**src/rtl/serial_sub_pkg.sv**
```systemverilog
// Shared types for the bit-serial subtractor: FSM state encoding and
// the helper that sizes the bit counter from the operand width.
package serial_sub_pkg;

  typedef enum logic [1:0] {
    IDLE = 2'd0,
    RUN  = 2'd1,
    DONE = 2'd2
  } state_t;

  // Wide enough to count 0..width inclusive.
  function automatic int cnt_width(input int width);
    return $clog2(width + 1);
  endfunction

endpackage

```
**src/rtl/full_subtractor.sv**
```systemverilog
// One-bit full subtractor cell: diff = a - b - bin, bout set when it borrows.
// Purely combinational; no handshake.
module full_subtractor (
  input  logic a,
  input  logic b,
  input  logic bin,
  output logic diff,
  output logic bout
);

  assign diff = a ^ b ^ bin;
  assign bout = (~a & b) | (~a & bin) | (b & bin);

endmodule

```
**src/rtl/serial_subtractor.sv**
```systemverilog
// Bit-serial a - b - bin, LSB first; WIDTH+1 cycles from accept to out_valid.
// Holds the result in DONE until out_ready; in_ready only in IDLE.
module serial_subtractor
  import serial_sub_pkg::*;
#(
  parameter int WIDTH = 4
) (
  input  logic             clk,
  input  logic             rst_n,
  input  logic             in_valid,
  output logic             in_ready,
  input  logic [WIDTH-1:0] a,
  input  logic [WIDTH-1:0] b,
  input  logic             bin,
  output logic             out_valid,
  input  logic             out_ready,
  output logic [WIDTH:0]   d
);

  localparam int CW = cnt_width(WIDTH);

  state_t           state_q;
  logic [WIDTH-1:0] a_sh_q;
  logic [WIDTH-1:0] b_sh_q;
  logic             br_q;
  logic [CW-1:0]    cnt_q;
  logic [WIDTH:0]   d_q;

  logic             cell_diff;
  logic             cell_bout;
  logic [WIDTH-1:0] diff_word_d;
  logic             run_step;

  full_subtractor u_cell (
    .a    (a_sh_q[0]),
    .b    (b_sh_q[0]),
    .bin  (br_q),
    .diff (cell_diff),
    .bout (cell_bout)
  );

  assign run_step = (state_q == RUN);

  // Earlier difference bits sit below the one the cell is producing now;
  // the oldest bit has been shifted all the way down to the LSB.
  if (WIDTH > 1) begin : g_res
    logic [WIDTH-2:0] res_q;

    always_ff @(posedge clk or negedge rst_n) begin
      if (!rst_n) begin
        res_q <= '0;
      end else if (run_step) begin
        res_q <= diff_word_d[WIDTH-1:1];
      end
    end

    assign diff_word_d = {cell_diff, res_q};
  end else begin : g_res1
    assign diff_word_d = cell_diff;
  end

  always_ff @(posedge clk or negedge rst_n) begin
    if (!rst_n) begin
      state_q <= IDLE;
      a_sh_q  <= '0;
      b_sh_q  <= '0;
      br_q    <= 1'b0;
      cnt_q   <= '0;
      d_q     <= '0;
    end else begin
      case (state_q)
        IDLE: begin
          if (in_valid) begin
            a_sh_q  <= a;
            b_sh_q  <= b;
            br_q    <= bin;
            cnt_q   <= '0;
            state_q <= RUN;
          end
        end
        RUN: begin
          a_sh_q <= a_sh_q >> 1;
          b_sh_q <= b_sh_q >> 1;
          br_q   <= cell_bout;
          cnt_q  <= cnt_q + CW'(1);
          if (cnt_q == CW'(WIDTH - 1)) begin
            d_q     <= {cell_bout, diff_word_d};
            state_q <= DONE;
          end
        end
        DONE: begin
          if (out_ready) begin
            state_q <= IDLE;
          end
        end
        default: state_q <= IDLE;
      endcase
    end
  end

  assign in_ready  = (state_q == IDLE);
  assign out_valid = (state_q == DONE);
  assign d         = d_q;

endmodule

```
**config.mk**
```make
export PLATFORM = sky130hd
export DESIGN_NAME = serial_subtractor
export DESIGN_NICKNAME = d
export VERILOG_FILES = /design/src/rtl/serial_sub_pkg.sv /design/src/rtl/full_subtractor.sv /design/src/rtl/serial_subtractor.sv
export SDC_FILE = /design/constraint.sdc
export NUM_CORES = 1
export LEC_CHECK = 0
export CORE_UTILIZATION = 35
export CTS_CLUSTER_DIAMETER = 30
export CTS_CLUSTER_SIZE = 14
export DETAILED_ROUTE_END_ITERATION = 12
export GPL_TIMING_DRIVEN = 0
export PLACE_DENSITY_LB_ADDON = 0.15
export SETUP_SLACK_MARGIN = 0.02
export SYNTH_ARGS = -nofsm -noshare
export SYNTH_HDL_FRONTEND = slang
export SYNTH_SLANG_ARGS = --single-unit
```
**constraint.sdc**
```tcl
create_clock -name clk -period 2.8 [get_ports clk]
set_input_delay 0.7 -clock clk [delete_from_list [all_inputs] [get_ports clk]]
set_output_delay 0.7 -clock clk [all_outputs]
set_load 0.005 [all_outputs]
```
**Word-level counts from Yosys, hierarchy flattened**

Cells that the tools add are included.

- Bits in registers: 22
- Input port bits: 13
- Output and inout bits: 7
- Logic and storage cells: 39

- Add/subtract/negate cells: 1
- Equality and inequality tests: 6
- Mux-type cells: 12
- Bitwise logic cells: 8
- Reduce and logical (&&, ||, !) cells: 5

Operators by type and width:

| operator | number |
|---|---|
| 4-bit one-hot mux with 2 select lines | 2 |
| 4-bit two-way mux | 2 |
| 2-bit two-way mux | 3 |
| 2-bit one-hot mux with 3 select lines | 1 |
| 3-bit one-hot mux with 2 select lines | 1 |
| 2-bit by 1-bit != test with 1-bit output (second input constant) | 2 |
| 2-bit AND reduction | 2 |
| 3-bit by 1-bit adder with 3-bit output (second input constant) | 1 |
| 1-bit AND | 3 |
| 3-bit by 2-bit == test with 1-bit output (second input constant) | 1 |
| 3-bit two-way mux | 1 |
| 3-bit AND reduction | 1 |
| 2-bit by 1-bit == test with 1-bit output (second input constant) | 1 |
| 2-bit == test (second input constant) | 1 |
| 2-bit zero test | 1 |
| 2-bit != test (second input constant) | 1 |
| 1-bit bitwise OR | 2 |
| 1-bit one-hot mux with 2 select lines | 1 |
| 2-bit nonzero test | 1 |
| 1-bit XOR | 2 |
| 1-bit two-way mux | 1 |
| 1-bit inverter | 1 |

**Longest topological paths before layout**

Gate-level depths: netlist of the first run.

- Depth in word-level cells: 5
- Gate-level depth with buffers: 5
- Mapped depth without buffers: 5

**Hierarchy**

A second synthesis of the first run with hierarchy kept.

- Cell total of the unflattened synthesis: 89
- Area total of the unflattened synthesis: 1008.5 um^2

Modules (own cells, without submodules):

| module | instances | cells each | area an instance (um^2) | sequential area each (um^2) |
|---|---|---|---|---|
| serial_subtractor | 1 | 86 | 980.9 | 550.5 |
| full_subtractor | 1 | 3 | 27.5 | 0.0 |

**Worst setup path after synthesis of the first run**

Ideal clock, no wire load.

- Kind: reg2out
- Start: register state_q[1]
- End: output port out_valid
- Arrival time: 0.668 ns
- Required time: 2.100 ns
- Setup slack: 1.432 ns
- Cell stages (with the launch flop): 4
- Path buffers: 1
- Cell sequence: dfrtp_1 -> buf_6 -> inv_2 -> nor2_1

- Word-level cells in the longest chain between the ends: 1

Ends and longest elaborated chain:

| what | line | source |
|---|---|---|
| start: declaration | serial_subtractor.sv:22 | `state_t state_q;` |
| start signal: assignment | serial_subtractor.sv:64 | `state_q <= IDLE;` |
| start signal: assignment | serial_subtractor.sv:78 | `state_q <= RUN;` |
| start signal: assignment | serial_subtractor.sv:88 | `state_q <= DONE;` |
| 2-bit == test | serial_subtractor.sv:102 | `assign out_valid = (state_q == DONE);` |
| end: declaration | serial_subtractor.sv:15 | `output logic out_valid,` |

Every way passes these cells.

**Worst setup path after layout of the first run**

Ends and elaborated chain as after synthesis.

==> flow_summary.rst, run 1 <==
.. list-table::
   :header-rows: 1

   * - Metric
     - Value
   * - WP data required
     - 2.10 ns
   * - # resized after CTS
     - 0
   * - Peak ir drop on the vdd network
     - 0.676 mV
   * - Share of the clock period used by the worst path after layout
     - 0.807
   * - Class of the tightest hold or removal check
     - reg -> reg
   * - WL/cell
     - 14.1 µm
   * - Detail-routed via count per cell
     - 5.31
   * - Total stage count of the critical path
     - 4
   * - Area of the mapped netlist
     - 1010 µm²
   * - Worst relative slew slack
     - 0.333
   * - Via total after detailed routing
     - 733
   * - Worst hold path stage count
     - 2
   * - Total Wirelength
     - 1.94 mm
   * - All-layer global routing usage
     - 0.141
   * - Number of cells on the worst reg-to-reg path
     - 4
   * - Overflow after GRT
     - 0
   * - Sinks on the clock net
     - 22
   * - Critical path endpoint category
     - primary output
   * - DRC violation count after routing
     - 0
   * - Critical Path Fanout Max
     - 10
   * - Clock skew after layout
     - 0.00366 ns
   * - Number of nets in the layout
     - 125
   * - Series of cell instances along the critical path
     - buf_6 -> inv_2 -> nor2_1 -> clkdlybuf4s50_1
   * - Horizontal die dimension
     - 55.8 µm
   * - Pre-antenna DRT Iters
     - 4
   * - Number of standard cells after synthesis
     - 86
   * - Count of buffer and inverter cells on the critical path
     - 3
   * - Static leakage
     - 0.552 nW
   * - Total die area
     - 3110 µm²
   * - Finish-stage setup viols
     - 0
   * - Synthesized Nets
     - 102
   * - Top cells by area in the synthesized netlist
     - dfrtp_1 54%, o22ai_1 8.7%, o21ai_0 5.9%
   * - Post-route minimum period
     - 2.26 ns
   * - Final-report hold violation count
     - 0
   * - Cts hold-fix bufs
     - 0
   * - Area leader, netlist
     - dfrtp_1
   * - Cell family contributing the most delay on the critical path
     - buffers and inverters
   * - Final ANT Viol Nets
     - 0
   * - Achievable clock frequency
     - 443 MHz
   * - Pwr Density
     - 1070 nW/µm²
   * - Buffer levels on the longest clock path
     - 2
   * - Final core occ
     - 0.455
   * - Share of cells above drive strength 1
     - 0.159
   * - Root buf cell
     - clkbuf_4
   * - Placement Rows
     - 19
   * - Post-Route Setup TNS
     - 0 ns
   * - Number of global-route vias before repair
     - 749
   * - Data arrival time of the critical path
     - 1.56 ns
   * - # Post-CTS Setup Buffers
     - 0
   * - Global-route wire length before repair
     - 3.37 mm
   * - IO buf count
     - 18
   * - Overall die height
     - 55.8 µm
   * - Initial core utilization
     - 0.367
   * - Unique cell type count in the Yosys netlist
     - 19
   * - Portion of the post-synthesis area used by sequential elements
     - 0.544
   * - Number of clock buffers inserted by TritonCTS
     - 3
   * - Total of max-cap violations
     - 0
   * - Warnings, synthesis
     - 0
   * - Slew at the pin closest to its max-slew limit
     - 0.997 ns
   * - Slowest CP cell
     - clkdlybuf4s50_1
   * - Clk_lat worst skew
     - 0.30 ns
   * - Clock edge transition at the registers on the reported setup and hold paths
     - 0.11 ns
   * - CTS tree
     - done
   * - Maximum number of pins on one net before global-route repair
     - 23
   * - Number of diodes added for antenna fixing
     - 0
   * - DP HPWL
     - 1.35 mm
   * - Crit start category
     - flip-flop
   * - Run status
     - finished, final reports clean
   * - I/O Pins
     - 20
   * - Worst Setup Path Type
     - reg -> out
   * - Starting DRC count in detailed routing
     - 8
   * - Core outline area
     - 2760 µm²
   * - RSZ-0062 raised after global routing
     - false
   * - Mean instance size in the synthesized netlist
     - 11.8 µm²
   * - Number of H-tree branching levels
     - 1
   * - Number of antenna violations at the first check in global routing
     - 0
   * - RePlAce Congestion
     - 0.680
   * - Share of the synthesized area in the top cell type
     - 0.544
   * - Flip-flop and latch count after synthesis
     - 22
   * - Area growth, synth to finish
     - 23.9%
   * - Final Slew Violations
     - 0
   * - Critical path's largest stage delay
     - 0.51 ns
power breakdown:
part           switching, mW  internal (mW)  total [mW]
combinational          0.287          0.353       0.640
sequential            0.0967          0.471       0.568
clock                 0.0895         0.0502       0.140
metal layers:
layer / GRT usage / vias up / wire length (µm)
met3: 0.0512 / 5 / 96
met4: 0.0321 / 0 / 25
met2: 0.239 / 18 / 942
met5: 0 / - / 0
met1: 0.170 / 356 / 879
li1: - / 354 / -
state kept, by name, summed over array words and instances (netlist names):
name and cells:
b_sh_q 4, cnt_q 3, d 5, br_q 1
a_sh_q 4, g_res.res_q 3, state_q 2
through the flow:
step | worst slack [ns] | std cells | total power, mW | hold slack, ns | area (µm²)
2_1_floorplan | 1.43 | 86 | 1.01 | 0.404 | 1010
3_3_place_gp | 0.819 | 135 | 1.20 | 0.470 | 1230
3_5_place_dp | 0.817 | 135 | 1.22 | 0.477 | 1230
4_1_cts | 0.511 | 138 | 1.37 | 0.505 | 1250
5_1_grt | 0.414 | 138 | 1.48 | 0.540 | 1250
6_report | 0.540 | 138 | 1.35 | 0.498 | 1250
tightest hold or removal path: cells and delay by family, from the launching register on:
family / cells / cell delay, ns
simple gates: 1 / 0.05
compound gates: 1 / 0.06
flops: 1 / 0.36
final timing paths:
check / end / startpoint / slack [ns]
worst max-delay path: out_valid / state_q[1] / 0.54
worst min-delay path: d[3] / d[3] / 0.50
worst max register to register: d[4] / cnt_q[0] / 1.40
worst min register to register: d[3] / d[3] / 0.50
max in group asynchronous: a_sh_q[0] / rst_n / 1.27
min in group asynchronous: state_q[0] / rst_n / 0.93
Yosys cell counts:
| cell type | number |
|---|---|
| dfrtp_1 | 22 |
| o22ai_1 | 14 |
| o21ai_0 | 12 |
| a21oi_1 | 7 |
| inv_1 | 4 |
| mux2_4 | 4 |
| nand2_1 | 4 |
| nor2_1 | 3 |
| buf_4 | 2 |
| buf_6 | 2 |
| ha_1 | 2 |
| mux2_2 | 2 |
| nand2b_4 | 2 |
| a211oi_1 | 1 |
| fa_1 | 1 |
| inv_2 | 1 |
| nand3b_4 | 1 |
| nor2b_1 | 1 |
| o31ai_1 | 1 |
logic make-up after synthesis:
family	share of synthesized area
AO/OA/AOI/OAI	0.195
flip-flops	0.544
adder cells (fa/ha/maj)	0.0445
multiplexers	0.0816
buffers and inverters	0.0556
AND/OR/NAND/NOR	0.0791
layout by cell type (no fill, tap or decap), drive strengths merged:
cell,instances
a211oi,1
a21oi,7
buf,4
clkbuf,3
clkdlybuf4s50,18
dfrtp,22
fa,1
ha,2
inv,5
mux2,6
nand2,4
nand2b,2
nand3b,1
nor2,3
nor2b,1
o21ai,12
o22ai,14
o31ai,1
cell type report:
| type | instances | area, µm² |
|---|---|---|
| fill | 276 | 1500 |
| inverter | 5 | 18.8 |
| buffer | 4 | 37.5 |
| clock buffer | 3 | 22.5 |
| multi-input combinational | 55 | 405 |
| timing repair buffer | 18 | 180 |
| tap | 31 | 38.8 |
| sequential | 22 | 551 |
Power figures use the tool's default switching activity.
==> inputs of run 2 (changes only) <==
==> constraint.sdc (replaced) <==
create_clock -name clk -period 1.8 [get_ports clk]
set_input_delay 0.45 -clock clk [delete_from_list [all_inputs] [get_ports clk]]
set_output_delay 0.45 -clock clk [all_outputs]
set_load 0.005 [all_outputs]
==> flow_summary.rst, run 2 (synthesis results as in run 1) <==
.. list-table::
   :header-rows: 1

   * - Metric
     - Value
   * - Initial core utilization
     - 0.367
   * - Worst Setup Path Type
     - reg -> out
   * - RePlAce Congestion
     - 0.680
   * - Class of the tightest hold or removal check
     - reg -> reg
   * - Worst-case hold path end point
     - d[3]
   * - Slew at the pin closest to its max-slew limit
     - 1.00 ns
   * - Slack of the critical path
     - 0.0927 ns
   * - Achievable clock frequency
     - 586 MHz
   * - Peak ir drop on the vdd network
     - 1.08 mV
   * - Core outline area
     - 2760 µm²
   * - Setup slack at placement
     - 0.0667 ns
   * - I/O Pins
     - 20
   * - Static leakage
     - 0.571 nW
   * - Number of cells on the worst reg-to-reg path
     - 4
   * - Final Slew Violations
     - 0
   * - Finish-stage setup viols
     - 0
   * - Total Wirelength
     - 1.99 mm
   * - Worst setup slack for register-to-register paths
     - 0.40 ns
   * - Post-route minimum period
     - 1.71 ns
   * - Cell Count, Final, Fillers Out
     - 140
   * - Commonest non-fill, non-tap cell in the layout
     - dfrtp_1
   * - Endpoint of the lowest-slack register-to-register path
     - d[4]
   * - Hold path startpoint
     - d[3]
   * - Number of global-route vias before repair
     - 770
   * - Busiest layer in global routing
     - met2
   * - Clock skew after layout
     - 0.000831 ns
   * - DRC violation count after routing
     - 0
   * - Pwr Density
     - 1670 nW/µm²
   * - Fill cell instance count of the final layout
     - 277
   * - Met3 usage in global routing
     - 0.0512
   * - IO buf count
     - 18
   * - Sinks on the clock net
     - 22
   * - Run status
     - finished, final reports clean
   * - Total die area
     - 3110 µm²
   * - CTS tree
     - done
   * - All-layer global routing usage
     - 0.145
   * - Data arrival time of the critical path
     - 1.26 ns
   * - Share of cells above drive strength 1
     - 0.183
   * - Number of nets in the layout
     - 127
   * - Buffer levels on the longest clock path
     - 2
   * - Global-route wire length before repair
     - 3.47 mm
   * - Flip-flop count of the largest register after layout
     - 5
   * - Clk_lat worst skew
     - 0.30 ns
   * - Root buf cell
     - clkbuf_4
   * - Placement Rows
     - 19
   * - Highest-count cells in the layout ignoring fill and taps
     - 22 x dfrtp_1, 16 x clkdlybuf4s50_1, 14 x o22ai_1
   * - Number of diodes added for antenna fixing
     - 0
   * - Worst relative slew slack
     - 0.330
   * - WP data required
     - 1.35 ns
   * - Area growth, synth to finish
     - 25.6%
   * - Total of max-cap violations
     - 0
   * - Final ANT Viol Nets
     - 0
   * - GRT met2 Usage
     - 0.250
   * - Post-Place Cells
     - 135
   * - Final-report hold violation count
     - 0
   * - Clock edge transition at the registers on the reported setup and hold paths
     - 0.11 ns
   * - Crit start category
     - flip-flop
   * - Detail-routed via count per cell
     - 5.36
   * - Starting DRC count in detailed routing
     - 17
   * - Switching power share of the total
     - 0.354
   * - Post-Route Setup TNS
     - 0 ns
   * - Share of the clock period used by the worst path after layout
     - 0.949
   * - Pre-antenna DRT Iters
     - 4
   * - Number of H-tree branching levels
     - 1
   * - WL/cell
     - 14.2 µm
   * - Final core occ
     - 0.461
   * - DP HPWL
     - 1.35 mm
   * - Overflow after GRT
     - 0
   * - Horizontal die dimension
     - 55.8 µm
   * - Maximum number of pins on one net before global-route repair
     - 23
   * - Cell internal power dissipation
     - 1.37 mW
   * - Worst hold path stage count
     - 2
   * - Comb pwr share
     - 0.482
   * - Overall die height
     - 55.8 µm
   * - Final-layout worst hold slack
     - 0.498 ns
   * - Startpoint of the worst register-to-register path
     - cnt_q[0]
   * - Critical Path Fanout Max
     - 9
   * - RSZ-0062 raised after global routing
     - false
   * - Critical path endpoint category
     - primary output
   * - Switching pwr
     - 754 µW
   * - Relative contribution of sequential cells to total power
     - 0.414
   * - Clock network fraction of design power
     - 0.104
   * - Via total after detailed routing
     - 750
   * - Number of antenna violations at the first check in global routing
     - 0
   * - Number of clock buffers inserted by TritonCTS
     - 3
   * - M1 GR Usage
     - 0.173
run 2: worst max-delay path: stages, from the launching register on:
cell	delay [ns]
dfrtp_1	0.42
buf_6	0.14
inv_4	0.10
nor2_2	0.04
dlygate4sd2_1	0.25
run 2: power by group through the flow:
| stage | clock network, mW | registers [mW] | logic, mW |
|---|---|---|---|
| 6_report | 0.222 | 0.880 | 1.02 |
| 5_1_grt | 0.246 | 0.916 | 1.16 |
| 4_1_cts | 0.232 | 0.883 | 1.02 |
| 3_5_place_dp | 0 | 0.897 | 1.00 |
| 3_3_place_gp | 0 | 0.887 | 0.983 |
| 2_1_floorplan | 0 | 0.869 | 0.698 |
run 2: cell type report:
class	count	area, µm²	area share
timing repair buffer	20	193	0.152
inverter	5	21.3	0.0167
tap	31	38.8	0.0305
multi-input combinational	55	408	0.321
clock buffer	3	22.5	0.0177
buffer	4	37.5	0.0295
sequential	22	551	0.433
run 2: stage by stage:
stage | area (µm²) | power (mW)
final | 1270 | 2.13
after global routing | 1270 | 2.33
after CTS | 1270 | 2.14
after detailed placement | 1230 | 1.90
after global placement | 1230 | 1.87
after floorplan | 1010 | 1.57
run 2: how the worst max path moves through the flow:
stage / startpoint / endpoint / slack (ns)
after CTS: state_q[1] / out_valid / 0.03
after floorplan: cnt_q[0] / d[0] / 0.48
after detailed placement: rst_n / a_sh_q[0] / 0.07
after global routing: state_q[1] / out_valid / 0.02
after global placement: rst_n / a_sh_q[1] / 0.07
final: state_q[1] / out_valid / 0.09
run 2: repair_timing:
action                                  4_1_cts  5_1_grt
hold endpoints to repair                      0        0
endpoints found under the setup margin        2        1
buffers inserted                              2        0
resized for setup                             2        2
hold buffers                                  0        0
run 2: routing by layer:
| layer | vias up | routed length [µm] |
|---|---|---|
| li1 | 360 | - |
| met1 | 362 | 865 |
| met2 | 23 | 995 |
| met3 | 5 | 105 |
| met4 | 0 | 25 |
| met5 | - | 0 |
